`src/rtl/rf_arb_pkg.sv`:
```
// Shared encodings and widths for the register-file write-port arbiter.
package rf_arb_pkg;

  localparam int REG_ADDR_W = 5;
  localparam logic [REG_ADDR_W-1:0] ZERO_REG = 5'd0;
  localparam int CNT_W = 4;

  typedef enum logic [1:0] {
    IDLE  = 2'd0,
    WAIT  = 2'd1,
    FORCE = 2'd2
  } arb_state_e;

endpackage

```
`src/rtl/rf_hold_entry.sv`:
```
// One-entry holding register for a deferred Aux writeback result.
module rf_hold_entry
  import rf_arb_pkg::*;
#(
  parameter int N = 32
) (
  input  logic                  clk,
  input  logic                  reset,
  input  logic                  i_load,
  input  logic                  i_clear,
  input  logic [REG_ADDR_W-1:0] i_reg,
  input  logic [N-1:0]          i_data,
  output logic                  o_valid,
  output logic [REG_ADDR_W-1:0] o_reg,
  output logic [N-1:0]          o_data
);

  logic                  r_valid;
  logic [REG_ADDR_W-1:0] r_reg;
  logic [N-1:0]          r_data;

  // NOTE: a single entry is cheap to reset, so address and data are cleared
  // with valid; nothing stale can ever reach Pending_Register_o.
  always_ff @(posedge clk or posedge reset) begin
    if (reset) begin
      r_valid <= 1'b0;
      r_reg   <= ZERO_REG;
      r_data  <= '0;
    end else if (i_load) begin
      r_valid <= 1'b1;
      r_reg   <= i_reg;
      r_data  <= i_data;
    end else if (i_clear) begin
      r_valid <= 1'b0;
      r_reg   <= ZERO_REG;
      r_data  <= '0;
    end
  end

  assign o_valid = r_valid;
  assign o_reg   = r_reg;
  assign o_data  = r_data;

endmodule

```
`src/rtl/regfile_wb_arbiter.sv`:
```
// Arbitrates the register-file write port between pipeline writeback (priority)
// and a buffered auxiliary result, with a starvation-forced drain.
module regfile_wb_arbiter
  import rf_arb_pkg::*;
#(
  parameter int N        = 32,
  parameter int MAX_WAIT = 4
) (
  input  logic                  clk,
  input  logic                  reset,
  input  logic                  Pipe_Write_i,
  input  logic [REG_ADDR_W-1:0] Pipe_Register_i,
  input  logic [N-1:0]          Pipe_Data_i,
  output logic                  Pipe_Stall_o,
  input  logic                  Aux_Valid_i,
  input  logic [REG_ADDR_W-1:0] Aux_Register_i,
  input  logic [N-1:0]          Aux_Data_i,
  output logic                  Aux_Ready_o,
  output logic                  Reg_Write_o,
  output logic [REG_ADDR_W-1:0] Write_Register_o,
  output logic [N-1:0]          Write_Data_o,
  output logic                  Pending_Valid_o,
  output logic [REG_ADDR_W-1:0] Pending_Register_o
);

  arb_state_e            r_state, w_state_next;
  logic [CNT_W-1:0]      r_cnt, w_cnt_next;
  logic                  w_pipe_eff;
  logic                  w_hold_load, w_hold_clear;
  logic                  w_hold_valid;
  logic [REG_ADDR_W-1:0] w_hold_reg;
  logic [N-1:0]          w_hold_data;
  logic                  w_wr_en;
  logic [REG_ADDR_W-1:0] w_wr_reg;
  logic [N-1:0]          w_wr_data;

  rf_hold_entry #(.N(N)) u_hold (
    .clk     (clk),
    .reset   (reset),
    .i_load  (w_hold_load),
    .i_clear (w_hold_clear),
    .i_reg   (Aux_Register_i),
    .i_data  (Aux_Data_i),
    .o_valid (w_hold_valid),
    .o_reg   (w_hold_reg),
    .o_data  (w_hold_data)
  );

  // A write to x0 or one made during a forced drain never reaches the port.
  assign w_pipe_eff = Pipe_Write_i && (Pipe_Register_i != ZERO_REG) && (r_state != FORCE);

  always_ff @(posedge clk or posedge reset) begin
    if (reset) begin
      r_state <= IDLE;
      r_cnt   <= '0;
    end else begin
      r_state <= w_state_next;
      r_cnt   <= w_cnt_next;
    end
  end

  // NOTE: every output of this block gets a default first, so no path
  // through the case statement can leave a latch behind.
  always_comb begin
    w_state_next = r_state;
    w_cnt_next   = r_cnt;
    w_hold_load  = 1'b0;
    w_hold_clear = 1'b0;
    w_wr_en      = 1'b0;
    w_wr_reg     = ZERO_REG;
    w_wr_data    = '0;
    unique case (r_state)
      IDLE: begin
        if (w_pipe_eff) begin
          w_wr_en   = 1'b1;
          w_wr_reg  = Pipe_Register_i;
          w_wr_data = Pipe_Data_i;
        end
        if (Aux_Valid_i && (Aux_Register_i != ZERO_REG)) begin
          w_hold_load  = 1'b1;
          w_state_next = WAIT;
          w_cnt_next   = '0;
        end
      end
      WAIT: begin
        w_wr_en = 1'b1;
        if (!w_pipe_eff) begin
          w_wr_reg     = w_hold_reg;
          w_wr_data    = w_hold_data;
          w_hold_clear = 1'b1;
          w_state_next = IDLE;
          w_cnt_next   = '0;
        end else begin
          w_wr_reg  = Pipe_Register_i;
          w_wr_data = Pipe_Data_i;
          // The pipeline value is younger, so a same-register hold is obsolete.
          if (Pipe_Register_i == w_hold_reg) begin
            w_hold_clear = 1'b1;
            w_state_next = IDLE;
            w_cnt_next   = '0;
          end else if (r_cnt == CNT_W'(MAX_WAIT - 1)) begin
            w_state_next = FORCE;
          end else begin
            w_cnt_next = r_cnt + CNT_W'(1);
          end
        end
      end
      FORCE: begin
        w_wr_en      = 1'b1;
        w_wr_reg     = w_hold_reg;
        w_wr_data    = w_hold_data;
        w_hold_clear = 1'b1;
        w_state_next = IDLE;
        w_cnt_next   = '0;
      end
      default: begin
        w_hold_clear = 1'b1;
        w_state_next = IDLE;
        w_cnt_next   = '0;
      end
    endcase
  end

  // Outputs are forced low for the whole reset pulse, including pipe pass-through.
  assign Reg_Write_o        = !reset && w_wr_en;
  assign Write_Register_o   = reset ? ZERO_REG : w_wr_reg;
  assign Write_Data_o       = reset ? '0 : w_wr_data;
  assign Pipe_Stall_o       = !reset && (r_state == FORCE);
  assign Aux_Ready_o        = !reset && (r_state == IDLE);
  assign Pending_Valid_o    = !reset && w_hold_valid;
  assign Pending_Register_o = Pending_Valid_o ? w_hold_reg : ZERO_REG;

endmodule
```
`config.mk`:
```
export PLATFORM = sky130hd
export DESIGN_NAME = regfile_wb_arbiter
export DESIGN_NICKNAME = d
export VERILOG_FILES = /design/src/rtl/rf_arb_pkg.sv /design/src/rtl/rf_hold_entry.sv /design/src/rtl/regfile_wb_arbiter.sv
export SDC_FILE = /design/constraint.sdc
export NUM_CORES = 1
export LEC_CHECK = 0
export ABC_AREA = 1
export BUFFER_PORTS_ARGS = -buffer_cell sky130_fd_sc_hd__buf_2
export CORE_MARGIN = 1
export CORE_UTILIZATION = 35
export CTS_BUF_LIST = sky130_fd_sc_hd__clkbuf_4
export CTS_CLUSTER_SIZE = 28
export DETAILED_ROUTE_END_ITERATION = 16
export MAX_ROUTING_LAYER = met4
export PLACE_DENSITY = 0.7
export SLEW_MARGIN = 20
export SYNTH_ARGS = -nofsm -noshare
export SYNTH_HDL_FRONTEND = slang
export SYNTH_HIERARCHICAL = 1
export SYNTH_SLANG_ARGS = --single-unit
```
`constraint.sdc`:
```
create_clock -name clk -period 4.25 [get_ports clk]
set_clock_uncertainty 0.15 [all_clocks]
set_input_delay 0.6375 -clock clk [delete_from_list [all_inputs] [get_ports clk]]
set_output_delay 0.6375 -clock clk [all_outputs]
set_load 0.05 [all_outputs]
```
==> results of run 1 <==
[worst paths after layout]
check / endpoint / slack, ns / depth (start not counted)
max in group asynchronous: u_hold/o_data[16] / 3.35 / 3
min in group clk: u_hold/o_data[21] / 0.33 / 2
worst max-delay path: Write_Register_o[3] / 0.85 / 8
worst min-delay path: r_state[0] / 0.1 / 2
worst min register to register: u_hold/o_data[21] / 0.33 / 2
worst max register to register: u_hold/o_data[1] / 1.57 / 8
[power groups by stage]
| stage | combinational [uW] | clock, uW | sequential, uW |
|---|---|---|---|
| after global routing | 1430 | 225 | 749 |
| final | 1270 | 196 | 723 |
| after global placement | 1270 | 0 | 724 |
| after detailed placement | 1300 | 0 | 725 |
| after floorplan | 1080 | 0 | 697 |
| after CTS | 1300 | 209 | 723 |
[through the flow]
| stage | instance area [um2] | std cells | util, % | hold slack [ns] |
|---|---|---|---|---|
| finish | 3310 | 608 | 45.8 | 0.0962 |
| global route | 3310 | 608 | 45.8 | 0.0981 |
| CTS | 3300 | 607 | 45.8 | 0.0906 |
| detailed placement | 3250 | 599 | 45.0 | 0.308 |
| global placement | 3250 | 599 | 45.0 | 0.305 |
| floorplan | 2600 | 393 | - | 0.287 |
[cell usage after synthesis]
library cell / instances
a21oi_1: 39
a21oi_4: 2
buf_1: 1
buf_2: 7
buf_4: 1
buf_6: 5
clkbuf_1: 4
dfrtp_1: 44
ha_1: 5
inv_1: 26
inv_2: 1
nand2_1: 223
nand2_2: 1
nand3_1: 8
nor2_1: 23
nor3_1: 1
or2_2: 1
xnor2_1: 1
[metal layers]
metal  GRT usage, %  share of wire [%]
met5              -                  0
met4           3.67               0.33
met3           3.02                6.2
met2           29.3                 48
met1           21.8                 46
[final cells by class]
type	count	area (um2)
multi-input cells	304	1290
well taps	99	124
diodes	1	2.50
clock inverters	2	11.3
clock buffers	6	45.0
fillers	794	3910
flip-flops and latches	44	1100
inverters	27	101
repair buffers	125	631
[critical path, cell delays in order (launching register included)]
cell and delay, ns:
dfrtp_1 0.42, inv_1 0.08, ha_1 0.21, nor2_1 0.13
nand2_2 0.11, a21oi_4 0.71, nand2_1 0.12, a21oi_1 0.20
buf_2 0.29
[logic make-up after synthesis]
group,count (synthesis)
fa+ha+maj,5
xor+xnor,1
flops,44
compound gates,41
buf+inv,45
simple gates,257
==> summary.txt, run 1 <==
commonest non-fill, non-tap cell in the layout - nand2_1
TritonRoute pass-1 iters - 4
post-synth top area share - 42.3%
RSZ-0062 raised after global routing - false
Die ar. - 0.00778 mm2
vias in the first global route - 2,342
Synth Register Bits - 44
Slew @ Worst Pin - 0.927 ns
Gate Count Post-Synth - 393
CP Launch Point - r_state[0]
status - completed
commonest cells after routing, fill and taps aside - nand2_1, buf_2, dfrtp_1
initial drt markers - 119
register area share after synthesis - 42.3%
Flop pwr share - 33.0%
CTS Sinks - 44
Synth Area in Simple Gates - 37.7%
DRC - 0
critical path class - register to output port
row cnt - 31
fmax - 0.294 GHz
clock-pin slew on the worst setup and hold paths - 0.12 ns
Clock Latency Late Sink - 0.34 ns
Starting Density - 36.0%
# port buffers - 123
Total GRT Usage - 17.4%
Area growth, synth to finish - 27.1%
post-DR wirelength/cell - 10.4 um
Synth Area in Compound Gates - 8.76%
vias post-DR - 2,689
Worst Path Arrival - 2.61 ns
Clk network pwr share - 8.9%
Final Hold Vio Count - 0
worst setup margin - 0.850 ns
CP endpoint kind - output port
initial antenna violation count - 1
CTS max path bufs - 2
H-tree levels - 2
synth warn - 6
die width - 88.2 um
share of cells above drive strength 1 - 27.4%
pin count of the biggest net entering global routing - 41
setup tns final - 0 ns
num ports - 124
Startpoint Class - register
CTS tree - yes
Max-Cap Viols - 0
xor/xnor share of the synthesized area - 0.337%
first-pass GRT wire length - 10,400 um
mux contribution to synthesized area - 0%
Mapped Area - 0.00260 mm2
HPWL after DPL - 4700 um
Rel. slew slack - 38.0%
WL final - 6340 um
largest family of logic cells by synthesized area - simple AND/OR/NAND/NOR gates
max reg flops - 32
PnR Total Power - 2190 uW
syn_nets - 476
leading area contributor after synthesis - dfrtp_1
CTS Buf Count - 5
Post-Synth Adder-Cell Area - 2.41%
pwr dens - 663 mW/mm2
Routed Antenna Nets - 0
setup violators final - 0
fin nets - 590
maximum vdd drop - 0.260 mV
CP max FO - 37
Sw Ratio - 54.9%
PostCTS Resize Cnt - 0
FF-to-FF Start - r_state[0]
HP Class - input port to async pin
Placer Congestion - 0.831
hold_buf cts - 0
Root Driver - clkbuf_4
Logic pwr share - 58.1%
Area contributors post-synth - dfrtp_1, nand2_1, a21oi_1
leakage - 0.00191 uW
Die Ht - 88.2 um
syn avg cell area - 6.62 um2
sw power - 1200 uW
Yosys cell types - 18
Via density - 4.42
internal cell power - 990 uW
Place WS - 0.947 ns
Post-CTS Setup Bufs - 0
Critical Path RT - 3.46 ns
final period utilization - 80.0%
fin. max-slew vios - 0
total core area - 0.00721 mm2
total global routing overflow - 0
fin crit period - 3.40 ns
(Power assumes the default switching activity.)
==> inputs of run 2 (changes only) <==
--- a/config.mk
+++ b/config.mk
@@ -5,7 +5,7 @@
 export SDC_FILE = /design/constraint.sdc
 export NUM_CORES = 1
 export LEC_CHECK = 0
-export ABC_AREA = 1
+export ABC_AREA = 0
 export BUFFER_PORTS_ARGS = -buffer_cell sky130_fd_sc_hd__buf_2
 export CORE_MARGIN = 1
 export CORE_UTILIZATION = 35
==> constraint.sdc (replaced) <==
create_clock -name clk -period 3.6 [get_ports clk]
set_clock_uncertainty 0.15 [all_clocks]
set_input_delay 0.54 -clock clk [delete_from_list [all_inputs] [get_ports clk]]
set_output_delay 0.54 -clock clk [all_outputs]
set_load 0.05 [all_outputs]
==> run 2 against run 1 <==
  * Critical path depth down 1
  * Routed wire length down 2.8%
  * Final area down 0.23%
  * Utilization up 1.7 points
  * Cell count down 25%
  * Combinational power down 16%
  * Sequential cell count unchanged
  * Synthesized area down 1.3%
  * Clock power up 59%
  * Setup slack worse by 0.57 ns
  * Critical path type is now input port to output port
  * Critical endpoint is now Write_Data_o[6]
  * Highest routed layer unchanged
==> summary.txt, run 2 <==
critical path class - input port to output port (was register to output port)
clock-pin slew on the worst setup and hold paths - 0.12 ns (about the same)
Mapped Area - 0.00257 mm2 (was 0.00260 mm2)
# port buffers - 123 (unchanged)
total global routing overflow - 0 (unchanged)
vias in the first global route - 2,037 (was 2,342)
Die Ht - 87.7 um (was 88.2 um)
post-synth top area share - 42.9% (was 42.3%)
share of cells above drive strength 1 - 47.8% (was 27.4%)
most frequent CP cell - buf_2
total core area - 0.00694 mm2 (was 0.00721 mm2)
Top Family by Delay on Critical Path - buffers and inverters (was compound AO/OA/AOI/OAI gates)
synth warn - 6 (unchanged)
leading area contributor after synthesis - dfrtp_1 (unchanged)
ANT cells - 0 (was 1)
DRC - 0 (unchanged)
fin. max-slew vios - 0 (unchanged)
most frequent cell after synthesis - a22o_1 (was nand2_1)
setup violators final - 0 (unchanged)
Die ar. - 0.00768 mm2 (was 0.00778 mm2)
CP max stage cell - dlygate4sd3_1 (was a21oi_4)
Critical Path RT - 2.91 ns (was 3.46 ns)
vias post-DR - 2,250 (was 2,689)
biggest cell delay along the critical path - 0.54 ns (was 0.71 ns)
initial antenna violation count - 0 (was 1)
Gate Count Post-Synth - 240 (was 393)
pwr dens - 652 mW/mm2 (was 663 mW/mm2)
Starting Density - 37.0% (was 36.0%)
fin nets - 444 (was 590)
Total GRT Usage - 16.6% (was 17.4%)
Rel. slew slack - 56.6% (was 38.0%)
Area contributors post-synth - dfrtp_1, a22o_1, nand2b_1 (was dfrtp_1, nand2_1, a21oi_1)
Startpoint Class - input port (was register)
H-tree levels - 2 (unchanged)
fin crit period - 3.32 ns
CTS Sinks - 44 (unchanged)
area of the multi-input gates - 0.00131 mm2 (was 0.00129 mm2)
setup tns final - 0 ns (unchanged)
syn_nets - 323 (was 476)
TritonRoute pass-1 iters - 4 (unchanged)
max reg flops - 32 (unchanged)
Worst Path Arrival - 2.63 ns (was 2.61 ns)
Yosys cell types - 39 (was 18)
syn avg cell area - 10.7 um2 (was 6.62 um2)
final core occ - 47.5% (was 45.8%)
register area share after synthesis - 42.9% (was 42.3%)
final period utilization - 92.3%
ys flop type - dfrtp_1 (unchanged)
CP endpoint kind - output port (unchanged)
first-pass GRT wire length - 9560 um (was 10,400 um)
Slew @ Worst Pin - 0.650 ns (was 0.927 ns)
Synth top cells by count - a22o_1, dfrtp_1, nand2b_1, o21ai_1, nand2_2 (was nand2_1, dfrtp_1, a21oi_1)
Synth Register Bits - 44 (unchanged)
Post-CTS Setup Bufs - 0 (unchanged)
crit path buf inv count - 4 (was 2)
CP Cell Sequence - dlygate4sd3_1 -> buf_2 -> or2_2 -> a2111oi_4 -> buf_4 -> a22o_1 -> buf_2 (was inv_1 -> ha_1 -> nor2_1 -> nand2_2 -> a21oi_4 -> nand2_1 -> a21oi_1 -> buf_2)
leakage - 0.00172 uW (was 0.00191 uW)
Register Area - 0.00110 mm2 (unchanged)
RSZ-0062 raised after global routing - false (unchanged)
WL final - 6160 um (was 6340 um)
pin count of the biggest net entering global routing - 39 (was 41)
initial drt markers - 68 (was 119)
hold_buf cts - 1 (was 0)
commonest cells after routing, fill and taps aside - buf_2, a22o_1, dfrtp_1 (was nand2_1, buf_2, dfrtp_1)
Routed Antenna Nets - 0 (unchanged)
status - completed (unchanged)
Area growth, synth to finish - 28.5% (was 27.1%)
EDFF count, synth - 0 (unchanged)
maximum vdd drop - 0.211 mV (was 0.260 mV)
Root Driver - clkbuf_4 (unchanged)
Clock Latency Late Sink - 0.35 ns (was 0.34 ns)
num ports - 124 (unchanged)
Async SR Flop Fraction - 100% (unchanged)
die width - 87.7 um (was 88.2 um)
Max-Cap Viols - 0 (unchanged)
HP Class - input port to register (was input port to async pin)
Placer Congestion - 0.849 (was 0.831)
Via density - 4.91 (was 4.42)
PostCTS Resize Cnt - 0 (unchanged)
HPWL after DPL - 4610 um (was 4700 um)
fmax - 0.301 GHz
commonest non-fill, non-tap cell in the layout - buf_2 (was nand2_1)
row cnt - 30 (was 31)
CP max FO - 27 (was 37)
Final Hold Vio Count - 0 (unchanged)
post-DR wirelength/cell - 13.4 um (was 10.4 um)
CTS Buf Count - 5 (unchanged)
CTS max path bufs - 2 (unchanged)
CTS tree - yes (unchanged)
Fill cells - 656 (was 794)
-- run 2: cell count changes in the layout (fill, tap and decap cells not counted), moves of 7 or more --
cell,change
inv_1,-18
a22o_2,+7
nand2_1,-219
a21oi_1,-34
o21ai_1,+20
a22o_1,+48
nand2b_1,+20
nor2_1,-15
nand2_2,+18
-- run 2: path summary, 6_finish.rpt --
path                       slack (ns)  cells after the start           endpoint      startpoint
max                              0.28                      7    Write_Data_o[6]           reset
min                              0.23                      3  u_hold/o_data[23]  Aux_Data_i[23]
max reg2reg                      1.08                      9     u_hold/o_valid      r_state[0]
min reg2reg                      0.34                      1     u_hold/o_valid  u_hold/o_valid
max in group asynchronous        2.23                      4   u_hold/o_data[6]           reset
min in group asynchronous        0.54                      3           r_cnt[1]           reset
-- run 2: per-stage QoR --
step	hold WS [ns]	instances	total power (uW)	cell area, um2	setup WS [ns]
2_1_floorplan	0.181	240	1640	2570	0.758
3_3_place_gp	0.305	449	1840	3210	0.460
3_5_place_dp	0.313	449	1860	3210	0.433
4_1_cts	0.217	458	2180	3300	0.268
5_1_grt	0.212	458	2300	3300	0.198
6_report	0.233	458	2150	3300	0.278
-- run 2: cell families after synthesis --
kind of cell,count (synthesis),share of synthesized area (%)
xor+xnor,5,1.71
compound gates,95,29.7
fa+ha+maj,5,2.44
flops,44,42.9
buf+inv,22,6.63
simple gates,69,16.7
-- run 2: where the power goes --
| part | total [uW] | switching (uW) | internal [uW] |
|---|---|---|---|
| Sequential | 768 | 115 | 653 |
| Clock | 311 | 158 | 153 |
| Combinational | 1070 | 713 | 357 |
| Total | 2150 | 985 | 1160 |
-- run 2: layer usage --
metal	GRT usage, %	part of all wire [%]	vias to the layer above
li1	-	-	1118
met1	21.1	46	1041
met2	26.6	47	83
met3	3.11	5.5	8
met4	5.51	1.5	0
met5	-	0	-
-- run 2: cell type report --
cell class	instances	area share, %
Tap cell	96	3.64
Timing Repair Buffer	129	20.1
Multi-Input combinational cell	174	39.6
Inverter	7	0.797
Sequential cell	44	33.4
Clock buffer	6	1.37
Clock inverter	2	1.06
-- run 2: worst reg2reg max path, delay by kind of cell, from the launching register on --
family / cells / cell delay [ns]
AO/OA/AOI/OAI: 4 / 0.87
adder cells (fa/ha/maj): 1 / 0.29
buffers and inverters: 3 / 0.48
flip-flops: 1 / 0.43
AND/OR/NAND/NOR: 1 / 0.21
==> inputs of run 3 (changes only) <==
--- a/config.mk
+++ b/config.mk
@@ -9,7 +9,6 @@
 export BUFFER_PORTS_ARGS = -buffer_cell sky130_fd_sc_hd__buf_2
 export CORE_MARGIN = 1
 export CORE_UTILIZATION = 35
-export CTS_BUF_LIST = sky130_fd_sc_hd__clkbuf_4
 export CTS_CLUSTER_SIZE = 28
 export DETAILED_ROUTE_END_ITERATION = 16
 export MAX_ROUTING_LAYER = met4
==> run 3 against run 2 <==
  * Sequential cell count did not move
  * Maximum frequency rose by 5.5%
  * Routed wire length barely moved
==> summary.txt, run 3 (synthesis gave the netlist of run 2 again) <==
initial drt markers - 70 (was 68)
Fill cells - 655 (was 656)
CP endpoint kind - output port (unchanged)
fin crit period - 3.15 ns (was 3.32 ns)
Routed Antenna Nets - 0 (unchanged)
Max-Cap Viols - 0 (unchanged)
Die ar. - 0.00768 mm2 (unchanged)
r2r endpoint - u_hold/o_valid (unchanged)
max reg flops - 32 (unchanged)
HP Class - input port to async pin (was input port to register)
setup violators final - 0 (unchanged)
vias in the first global route - 2,027 (was 2,037)
fmax - 0.317 GHz (was 0.301 GHz)
Slew @ Worst Pin - 0.653 ns (was 0.650 ns)
clock-pin slew on the worst setup and hold paths - 0.08 ns (was 0.12 ns)
WL final - 6160 um (about the same)
CTS tree - yes (unchanged)
fin. max-slew vios - 0 (unchanged)
Final Hold Vio Count - 0 (unchanged)
WHS - 0.0550 ns (was 0.233 ns)
total core area - 0.00694 mm2 (unchanged)
vias post-DR - 2,237 (was 2,250)
Root Driver - clkbuf_8 (was clkbuf_4)
ANT cells - 0 (unchanged)
Total GRT Usage - 16.7% (was 16.6%)
Via density - 4.89 (was 4.91)
H-tree levels - 2 (unchanged)
Worst Path Arrival - 2.46 ns (was 2.63 ns)
FF-to-FF Start - r_state[0] (unchanged)
setup tns final - 0 ns (unchanged)
die width - 87.7 um (unchanged)
commonest non-fill, non-tap cell in the layout - buf_2 (unchanged)
HPWL after DPL - 4610 um (unchanged)
final std cells w/o fill - 457 (was 458)
final period utilization - 87.5% (was 92.3%)
RSZ-0062 raised after global routing - false (unchanged)
status - completed (unchanged)
first-pass GRT wire length - 9570 um (was 9560 um)
Starting Density - 37.0% (unchanged)
CP max FO - 27 (unchanged)
Placer Congestion - 0.849 (unchanged)
Clock Latency Late Sink - 0.29 ns (was 0.35 ns)
CTS Buf Count - 5 (unchanged)
total global routing overflow - 0 (unchanged)
maximum vdd drop - 0.222 mV (was 0.211 mV)
DRC - 0 (unchanged)
Area growth, synth to finish - 29.1% (was 28.5%)
pin count of the biggest net entering global routing - 39 (unchanged)
worst reg2reg path depth - 9 (unchanged)
post-DR wirelength/cell - 13.5 um (was 13.4 um)
leakage - 0.00172 uW (about the same)
initial antenna violation count - 0 (unchanged)
num ports - 124 (unchanged)
Rel. slew slack - 56.4% (was 56.6%)
Post-CTS Setup Bufs - 0 (unchanged)
TritonRoute pass-1 iters - 4 (unchanged)
CTS Sinks - 44 (unchanged)
hold_buf cts - 0 (was 1)
row cnt - 30 (unchanged)
critical path class - register to output port (was input port to output port)
Die Ht - 87.7 um (unchanged)
CTS max path bufs - 2 (unchanged)
Critical Path RT - 2.91 ns (about the same)
PostCTS Resize Cnt - 0 (unchanged)
share of cells above drive strength 1 - 47.6% (was 47.8%)
commonest cells after routing, fill and taps aside - buf_2, a22o_1, dfrtp_1 (unchanged)
pwr dens - 667 mW/mm2 (was 652 mW/mm2)
reg-to-reg slack, setup - 1.07 ns (was 1.08 ns)
# port buffers - 123 (unchanged)
CP Launch Point - r_state[0] (was reset)
Critical Path Sink - Write_Data_o[6] (unchanged)
Startpoint Class - register (was input port)
dpl cells - 449 (unchanged)
fin nets - 443 (was 444)
-- run 3: power by group --
group	leakage [uW]	internal, uW	switching, uW	total (uW)
Clock	0.0000552	206	168	374
Sequential	0.000579	655	114	768
Combinational	0.00109	357	713	1070
-- run 3: worst max-delay path: stages (launching register included) --
cell and delay (ns):
dfrtp_1 0.41, inv_1 0.10, ha_1 0.31, inv_1 0.18
a2111oi_4 0.39, buf_4 0.34, a22o_1 0.18, buf_2 0.26
-- run 3: routing by layer --
| layer | wire, um | GRT usage [%] |
|---|---|---|
| met2 | 2870 | 26.6 |
| met3 | 325 | 3.68 |
| met5 | 0 | - |
| met4 | 64 | 5.07 |
| met1 | 2890 | 21.2 |
-- run 3: final cells by class --
type | count | area (um2) | share of cell area, %
well taps | 96 | 120 | 3.62
repair buffers | 128 | 653 | 19.7
flip-flops and latches | 44 | 1100 | 33.2
inverters | 7 | 26.3 | 0.792
clock inverters | 2 | 35.0 | 1.06
clock buffers | 6 | 72.6 | 2.19
multi-input cells | 174 | 1310 | 39.4
-- run 3: through the flow --
step | util, % | power [uW] | area, um2 | worst slack, ns
2_1_floorplan | - | 1640 | 2570 | 0.758
3_3_place_gp | 46.2 | 1840 | 3210 | 0.460
3_5_place_dp | 46.2 | 1860 | 3210 | 0.433
4_1_cts | 47.7 | 2240 | 3320 | 0.420
5_1_grt | 47.7 | 2360 | 3320 | 0.295
6_report | 47.7 | 2210 | 3320 | 0.450
-- run 3: worst min path at each step --
stage / start / end / slack, ns / depth (start not counted)
after global placement: u_hold/o_valid / u_hold/o_valid / 0.31 / 1
after CTS: reset / r_state[1] / 0.05 / 2
after floorplan: reset / r_cnt[0] / 0.18 / 1
after detailed placement: u_hold/o_valid / u_hold/o_valid / 0.31 / 1
final: reset / r_state[0] / 0.06 / 2
after global routing: reset / r_cnt[1] / 0.07 / 2
